## config.mk

```make
export PLATFORM = sky130hd
export DESIGN_NAME = mem_access_stage
export DESIGN_NICKNAME = d
export VERILOG_FILES = /design/src/rtl/isa_pkg.sv /design/src/rtl/mem_handshake_fsm.sv /design/src/rtl/mem_access_stage.sv
export SDC_FILE = /design/constraint.sdc
export NUM_CORES = 1
export LEC_CHECK = 0
export ABC_AREA = 1
export BUFFER_PORTS_ARGS = -buffer_cell sky130_fd_sc_hd__buf_2
export CAP_MARGIN = 25
export CORE_ASPECT_RATIO = 0.5
export CORE_MARGIN = 3
export CORE_UTILIZATION = 52
export CTS_BUF_LIST = sky130_fd_sc_hd__clkbuf_16
export DETAILED_ROUTE_END_ITERATION = 6
export PLACE_DENSITY = 0.84
export SLEW_MARGIN = 25
export SYNTH_ARGS = -nofsm -noshare
export SYNTH_HDL_FRONTEND = slang
export SYNTH_SLANG_ARGS = --single-unit
```

## constraint.sdc

```tcl
create_clock -name clk -period 5.8 [get_ports clk]
set_input_delay 0.58 -clock clk [delete_from_list [all_inputs] [get_ports clk]]
set_output_delay 0.58 -clock clk [all_outputs]
set_load 0.05 [all_outputs]
```

## src/rtl/isa_pkg.sv

```systemverilog
// Shared ISA definitions for the execute, decode and memory-access stages.
// Holds opcode field layout, memory/compare opcodes, the bubble encoding and
// the state encoding of the memory handshake controller.
package isa_pkg;

    localparam int DATA_W  = 16;
    localparam int INSTR_W = 16;

    localparam int OPC_MSB = 15;
    localparam int OPC_LSB = 12;
    localparam int RD_MSB  = 11;
    localparam int RD_LSB  = 9;

    localparam logic [3:0] OP_LD  = 4'h2;
    localparam logic [3:0] OP_ST  = 4'h3;
    localparam logic [3:0] OP_CMP = 4'h8;

    localparam logic [INSTR_W-1:0] NOP = 16'h0000;

    typedef enum logic [1:0] {
        ST_IDLE   = 2'd0,
        ST_ACCESS = 2'd1,
        ST_DONE   = 2'd2
    } access_state_t;

    function automatic logic [3:0] getOpcode(input logic [INSTR_W-1:0] instr);
        return instr[OPC_MSB:OPC_LSB];
    endfunction

    function automatic logic [2:0] getRd(input logic [INSTR_W-1:0] instr);
        return instr[RD_MSB:RD_LSB];
    endfunction

    function automatic logic isMemOp(input logic [3:0] opcode);
        return (opcode == OP_LD) || (opcode == OP_ST);
    endfunction

endpackage

```

## src/rtl/mem_handshake_fsm.sv

```systemverilog
// Data-memory handshake controller: sequences IDLE/ACCESS/DONE, owns the
// request strobe, the access timeout counter and the sticky error flag.
module mem_handshake_fsm
    import isa_pkg::*;
#(
    parameter int TIMEOUT = 15,
    parameter int CW      = 4
) (
    input  logic          clk,
    input  logic          reset,
    input  logic          i_start,
    input  logic          i_memReady,
    output access_state_t o_state,
    output logic          o_memReq,
    output logic          o_memErr,
    output logic          o_accessEnd,
    output logic          o_timeout
);

    localparam logic [CW-1:0] LP_LAST = CW'(TIMEOUT - 1);

    access_state_t r_state;
    logic [CW-1:0] r_count;
    logic          r_memReq;
    logic          r_memErr;
    logic          w_lastCycle;

    // Flag the cycle in which the access finishes, either by handshake or by giving up.
    always_comb begin
        w_lastCycle = (r_count == LP_LAST);
        o_accessEnd = (r_state == ST_ACCESS) && (i_memReady || w_lastCycle);
        o_timeout   = (r_state == ST_ACCESS) && !i_memReady && w_lastCycle;
    end

    // State, timeout counter and registered request/error outputs; a ready in the final cycle beats the timeout.
    always_ff @(posedge clk or posedge reset) begin
        if (reset) begin
            r_state  <= ST_IDLE;
            r_count  <= '0;
            r_memReq <= 1'b0;
            r_memErr <= 1'b0;
        end else begin
            case (r_state)
                ST_IDLE, ST_DONE: begin
                    if (i_start) begin
                        r_state  <= ST_ACCESS;
                        r_count  <= '0;
                        r_memReq <= 1'b1;
                    end else begin
                        r_state  <= ST_IDLE;
                        r_memReq <= 1'b0;
                    end
                end
                ST_ACCESS: begin
                    if (i_memReady) begin
                        r_state  <= ST_DONE;
                        r_memReq <= 1'b0;
                    end else if (w_lastCycle) begin
                        r_state  <= ST_DONE;
                        r_memReq <= 1'b0;
                        r_memErr <= 1'b1;
                        r_count  <= r_count + 1'b1;
                    end else begin
                        r_count  <= r_count + 1'b1;
                    end
                end
                default: begin
                    r_state  <= ST_IDLE;
                    r_memReq <= 1'b0;
                end
            endcase
        end
    end

    assign o_state  = r_state;
    assign o_memReq = r_memReq;
    assign o_memErr = r_memErr;

endmodule

```

## src/rtl/mem_access_stage.sv

```systemverilog
// Memory-access pipeline stage: passes ALU results through to writeback,
// performs loads/stores over a req/ready handshake and stalls upstream
// while an access is open. The writeback packet is fully registered.
module mem_access_stage
    import isa_pkg::*;
#(
    parameter int DW      = DATA_W,
    parameter int AW      = 16,
    parameter int TIMEOUT = 15
) (
    input  logic          clk,
    input  logic          reset,
    input  logic [15:0]   instrin,
    input  logic [DW-1:0] alu_result,
    input  logic [DW-1:0] st_data,
    output logic          stall,
    output logic          mem_req,
    output logic          mem_we,
    output logic [AW-1:0] mem_addr,
    output logic [DW-1:0] mem_wdata,
    input  logic          mem_ready,
    input  logic [DW-1:0] mem_rdata,
    output logic [15:0]   instrout,
    output logic [DW-1:0] wb_data,
    output logic [2:0]    wb_rd,
    output logic          wb_en,
    output logic          mem_err
);

    access_state_t w_state;
    logic [3:0]    w_opcode;
    logic          w_isMem;
    logic          w_accepting;
    logic          w_start;
    logic          w_accessEnd;
    logic          w_timeout;

    logic [15:0]   r_instr;
    logic [AW-1:0] r_memAddr;
    logic [DW-1:0] r_memWdata;
    logic          r_memWe;

    logic [15:0]   r_instrOut;
    logic [DW-1:0] r_wbData;
    logic [2:0]    r_wbRd;
    logic          r_wbEn;

    mem_handshake_fsm #(
        .TIMEOUT (TIMEOUT),
        .CW      (4)
    ) u_fsm (
        .clk         (clk),
        .reset       (reset),
        .i_start     (w_start),
        .i_memReady  (mem_ready),
        .o_state     (w_state),
        .o_memReq    (mem_req),
        .o_memErr    (mem_err),
        .o_accessEnd (w_accessEnd),
        .o_timeout   (w_timeout)
    );

    // Decode the incoming instruction; stall holds upstream from the capture cycle until the access ends.
    always_comb begin
        w_opcode    = getOpcode(instrin);
        w_isMem     = isMemOp(w_opcode);
        w_accepting = (w_state != ST_ACCESS);
        w_start     = w_accepting && w_isMem;
        stall       = !reset && (w_start || ((w_state == ST_ACCESS) && !w_accessEnd));
    end

    // Capture the memory instruction and hold address/data/direction stable for the whole access.
    always_ff @(posedge clk or posedge reset) begin
        if (reset) begin
            r_instr    <= NOP;
            r_memAddr  <= '0;
            r_memWdata <= '0;
            r_memWe    <= 1'b0;
        end else if (w_start) begin
            r_instr    <= instrin;
            r_memAddr  <= alu_result[AW-1:0];
            r_memWdata <= st_data;
            r_memWe    <= (w_opcode == OP_ST);
        end else if (w_accessEnd) begin
            r_memWe    <= 1'b0;
        end
    end

    // Writeback packet: pass-through when accepting, completed memory op at access end, bubble otherwise.
    always_ff @(posedge clk or posedge reset) begin
        if (reset) begin
            r_instrOut <= NOP;
            r_wbData   <= '0;
            r_wbRd     <= '0;
            r_wbEn     <= 1'b0;
        end else if (w_accepting && !w_isMem) begin
            r_instrOut <= instrin;
            r_wbData   <= alu_result;
            r_wbRd     <= getRd(instrin);
            r_wbEn     <= (instrin != NOP) && (w_opcode != OP_CMP);
        end else if (w_accessEnd) begin
            r_instrOut <= r_instr;
            r_wbRd     <= getRd(r_instr);
            if (!w_timeout && (getOpcode(r_instr) == OP_LD)) begin
                r_wbEn   <= 1'b1;
                r_wbData <= mem_rdata;
            end else begin
                r_wbEn   <= 1'b0;
                r_wbData <= '0;
            end
        end else begin
            r_instrOut <= NOP;
            r_wbData   <= '0;
            r_wbRd     <= '0;
            r_wbEn     <= 1'b0;
        end
    end

    assign mem_we    = r_memWe;
    assign mem_addr  = r_memAddr;
    assign mem_wdata = r_memWdata;
    assign instrout  = r_instrOut;
    assign wb_data   = r_wbData;
    assign wb_rd     = r_wbRd;
    assign wb_en     = r_wbEn;

endmodule

```

## Word-level counts from Yosys, hierarchy flattened

Cells that the tools add are included.

| word-level totals | value |
|---|---|
| input port bits | 67 |
| register bits | 93 |
| word-level logic and storage cells | 72 |

| cells by class | value |
|---|---|
| bitwise gates (word level) | 1 |
| eq/ne operators | 11 |
| reductions and logical operators | 24 |
| mux-type cells | 23 |
| $add $sub $neg | 1 |

Operators with widths:

| cell | count |
|---|---|
| 16-bit two-way mux | 5 |
| 16-bit nonzero test | 1 |
| 4-bit by 2-bit equality test with 1-bit output, second input constant | 3 |
| 1-bit logical AND | 9 |
| 1-bit two-way mux | 9 |
| 4-bit two-way mux | 2 |
| 4-bit one-hot mux with 2 select lines | 1 |
| 3-bit two-way mux | 2 |
| 3-bit AND reduction | 2 |
| 1-bit zero test | 5 |
| 4-bit by 1-bit adder with 4-bit output, second input constant | 1 |
| 4-bit equality test, second input constant | 1 |
| 2-bit two-way mux | 2 |
| 2-bit by 1-bit != test with 1-bit output, second input constant | 2 |
| 4-bit != test, second input constant | 1 |
| 2-bit one-hot mux with 2 select lines | 1 |
| 2-bit nonzero test | 2 |
| 1-bit logical OR | 3 |
| 3-bit by 2-bit != test with 1-bit output, second input constant | 1 |
| 2-bit by 1-bit equality test with 1-bit output, second input constant | 1 |
| 2-bit equality test, second input constant | 1 |
| 2-bit zero test | 1 |
| 2-bit != test, second input constant | 1 |
| 1-bit one-hot mux with 2 select lines | 1 |
| other kinds (2) | 2 |

## Depth between registers and ports, before layout

| depth | value |
|---|---|
| depth in word-level cells | 8 |
| depth in mapped cells | 8 |
| depth with buffers taken out | 8 |

## Hierarchy

Synthesis repeated with hierarchy kept, for this count alone.

| second synthesis, totals | value |
|---|---|
| cells, all modules | 412 |
| area total of the unflattened synthesis | 3741.1 um^2 |

Modules (own cells, without submodules):

| module | area each (um^2) | times used | sequential area each (um^2) | cells an instance |
|---|---|---|---|---|
| mem_access_stage | 3353.2 | 1 | 2052.0 | 367 |
| mem_handshake_fsm | 387.9 | 1 | 200.2 | 45 |

## Worst setup path after synthesis

OpenSTA, ideal clock, no wires.

| timing | value |
|---|---|
| path kind | input to output |
| start point | input port instrin[15] |
| end point | output port stall |
| data arrival time | 1.705 ns |
| slack | 3.515 ns |
| stages on the path | 6 |
| buffers on the path | 1 |
| cell sequence | nor2_4 -> nand2_1 -> nand2_1 -> inv_2 -> buf_6 -> nor3_2 |

| between the ends | value |
|---|---|
| longest elaborated chain between the ends | 5 |
| elaborated cells on any way between the ends | 6 |

RTL lines:

| item | line | text |
|---|---|---|
| from (decl) | mem_access_stage.sv:13 | `input logic [15:0] instrin,` |
| 4-bit by 2-bit equality test with 1-bit output | isa_pkg.sv:35 | `return (opcode == OP_LD) \|\| (opcode == OP_ST);` |
| 1-bit logical OR * | isa_pkg.sv:35 |  |
| 1-bit logical AND * | mem_access_stage.sv:68 | `w_start = w_accepting && w_isMem;` |
| 1-bit logical OR * | mem_access_stage.sv:69 | `stall = !reset && (w_start \|\| ((w_state == ST_ACCESS) && !w_accessEnd));` |
| 1-bit logical AND * | mem_access_stage.sv:69 |  |
| to (decl) | mem_access_stage.sv:16 | `output logic stall,` |

Mark *: on every way between the ends. The rest lies on a longest branch, timed or not.

## Worst setup path after layout

| timing | value |
|---|---|
| start point | register u_fsm.r_count[0] |
| end point | output port stall |

| between the ends | value |
|---|---|
| longest elaborated chain between the ends | 7 |

RTL lines:

| item | line | text |
|---|---|---|
| from (decl) | mem_handshake_fsm.sv:23 | `logic [CW-1:0] r_count;` |
| from (signal assigned) | mem_handshake_fsm.sv:62 | `r_count <= r_count + 1'b1;` |
| from (signal assigned) | mem_handshake_fsm.sv:64 | `r_count <= r_count + 1'b1;` |
| 4-bit equality test | mem_handshake_fsm.sv:30 | `w_lastCycle = (r_count == LP_LAST);` |
| 1-bit logical OR | mem_handshake_fsm.sv:31 | `o_accessEnd = (r_state == ST_ACCESS) && (i_memReady \|\| w_lastCycle);` |
| 1-bit logical AND | mem_handshake_fsm.sv:31 |  |
| 1-bit zero test | mem_access_stage.sv:69 |  |
| 1-bit logical AND | mem_access_stage.sv:69 |  |
| 1-bit logical OR | mem_access_stage.sv:69 |  |
| 1-bit logical AND | mem_access_stage.sv:69 |  |

Every way passes these cells.

==> metrics <==
initial antenna violation count=0; Worst Path Buf+Inv=3; H-tree levels=3; MaxCap Viol Count=0; Initial Util=0.568; power density over the cells=403 nW/µm²; vias in the first global route=2916; reg2reg end=r_instr[2]; Worst Setup End Kind=output pin; synthesis-stage register bit count=90; crit-path max FO=17; ys flop type=dfrtp_1; Clk Latency, worst-skew pair=0.33 ns; Post-synth EDFFs=0; crit path DAT=1.98 ns; area of the die=8130 µm²; reg-to-reg setup timing slack=3.89 ns; CP Launch Type=register; Slowest cell on crit path=dfrtp_1; Setup Crit Path Kind=register to output pin; pin count of the biggest net entering global routing=91; post_cts resized=0; first-pass GRT wire length=14100 µm; peak supply drop=0.292 mV; clk_skew=0.00458 ns; Multi-input gate area=1130 µm²; gpl congestion=0.844; cts-stage hold buffer count=0; non-filler instance count after layout=622; HP Class=input port to register; n_diodes=0; placed cells=607; Critical Path Start=u_fsm.r_count[0]; Total GRT Usage=0.222; library cells used by synthesis=24; DRT Pass-1 Iters=4; clk buf depth=2; DRC viols=0; most common cell after layout, fill and taps aside=nand2_1; Worst slew margin=0.475; Worst Tran Pin Value=0.788 ns; Mapped Area=3650 µm²; CP most frequent cell=inv_1; DP HPWL=5890 µm; Worst-path clk slew=0.06 ns; fin. max-slew vios=0; final hold violations=0; post-route setup TNS=0 ns; sequential share of the synthesized area=0.616; fin crit share=0.441; IO Port Bufs=138; r2r worst-path depth=4; DRT antenna net count=0; IO Count=139; Die Wd=125 µm; nets=599; Gate Count Post-Synth=399; Slowest Stage Delay on Critical Path=0.39 ns; RR Startpoint=u_fsm.o_state[0]; Crit path max-delay family=simple AND/OR/NAND/NOR gates; Hold Path Depth=3; Filler cells=511; WL final=8460 µm; die height=65.3 µm; crit-path cells=inv_1, ha_1, nand3_1, nand2_1, nand2_2, inv_1, nor3_2, buf_2; Overflow after GRT=0; leakage power=2.61 nW; Hold EP=mem_wdata[7]; # rows=20; post-CTS setup repair buffer count=0; Mapped Avg Cell Area=9.16 µm²; Yosys Warn Count=0; Period minus WS final=2.56 ns; most frequent cells in the layout=nand2_1 (175), buf_2 (138), dfrtp_1 (90), inv_1 (28), nand3_1 (25); via count=2997; status=completed; DR WL/cell=13.6 µm; Setup violations, final=0; post-route cell area=4600 µm²; CTS tree=built; Hold Slack=0.439 ns; CTS buffer count=9; asr flop ratio synth=1.00; hold path startpoint=st_data[7]; worst path required time=5.22 ns; Max Freq=0.391 GHz; CTS sink cnt=90; RSZ-0062 raised after global routing=false; placed inst area=4310 µm²; core area=6430 µm²; Synthesized Nets=468; root buf cell=clkbuf_16; Starting DRT DRC Count=124; Sequential Area=2250 µm²; Area growth, synth to finish=25.8%; vias per inst=4.82; layout cells sized above 1=0.307
[cells in the mapped netlist (2+ instances only)]
cell type / instances / area share
nand3_1: 25 / 0.034
buf_2: 4 / 0.0055
buf_6: 6 / 0.018
nor2_4: 3 / 0.0092
o22ai_1: 2 / 0.0034
inv_1: 29 / 0.030
o21ai_1: 8 / 0.011
dfrtp_1: 90 / 0.62
ha_1: 2 / 0.0068
buf_4: 9 / 0.018
nor2_1: 13 / 0.013
nand2_1: 175 / 0.18
o21ai_0: 22 / 0.030
[cells by family (layout without fill, tap and decap cells)]
group / Yosys count / in the layout / synth area share
simple gates: 223 / 223 / 0.254
flops: 90 / 90 / 0.616
buf+inv: 50 / 185 / 0.0750
compound gates: 34 / 34 / 0.0479
fa+ha+maj: 2 / 2 / 0.00685
[flip-flops by register name, indices dropped and copies added (netlist names)]
name	flops
instrout	14
mem_addr	16
mem_wdata	16
mem_we	1
r_instr	16
u_fsm.o_memErr	1
u_fsm.o_memReq	1
u_fsm.o_state	2
u_fsm.r_count	4
wb_data	16
wb_en	1
wb_rd	2
[report_power, final]
part           internal [mW]  total [mW]  switching, mW
sequential             0.724       0.766         0.0429
combinational          0.116       0.530          0.414
clock                  0.328       0.554          0.226
[final cells by class]
cell class | instances | share of cell area
Sequential cell | 90 | 0.490
Multi-Input combinational cell | 259 | 0.246
Timing Repair Buffer | 139 | 0.153
Clock buffer | 9 | 0.0490
Inverter | 31 | 0.0261
Tap cell | 88 | 0.0240
Clock inverter | 6 | 0.0128
[through the flow]
stage,utilization,setup WS (ns),power [mW]
3_5_place_dp,0.671,3.43,1.31
3_3_place_gp,0.670,3.47,1.30
2_1_floorplan,-,2.88,1.18
6_report,0.715,3.24,1.85
4_1_cts,0.715,3.21,1.87
5_1_grt,0.715,3.07,1.94
[worst max-delay path by stage]
stage,end,slack [ns],cells past startpoint
after global routing,stall,3.07,8
after detailed placement,stall,3.43,7
after CTS,stall,3.21,8
after global placement,stall,3.47,7
final,stall,3.24,8
after floorplan,instrout[0],2.88,1
[per-layer routing]
layer	wire, µm	vias up	track usage
met1	3600	1403	0.277
met4	87	0	0.0751
li1	-	1492	-
met3	558	8	0.0649
met5	0	-	0
met2	4210	94	0.378
[worst reg2reg max path: cells and delay by family (launching register included)]
family,cells,cell delay [ns]
buf+inv,1,0.57
simple gates,2,0.56
flops,1,0.43
compound gates,1,0.21
No activity file was read; power rests on OpenSTA's default activity.
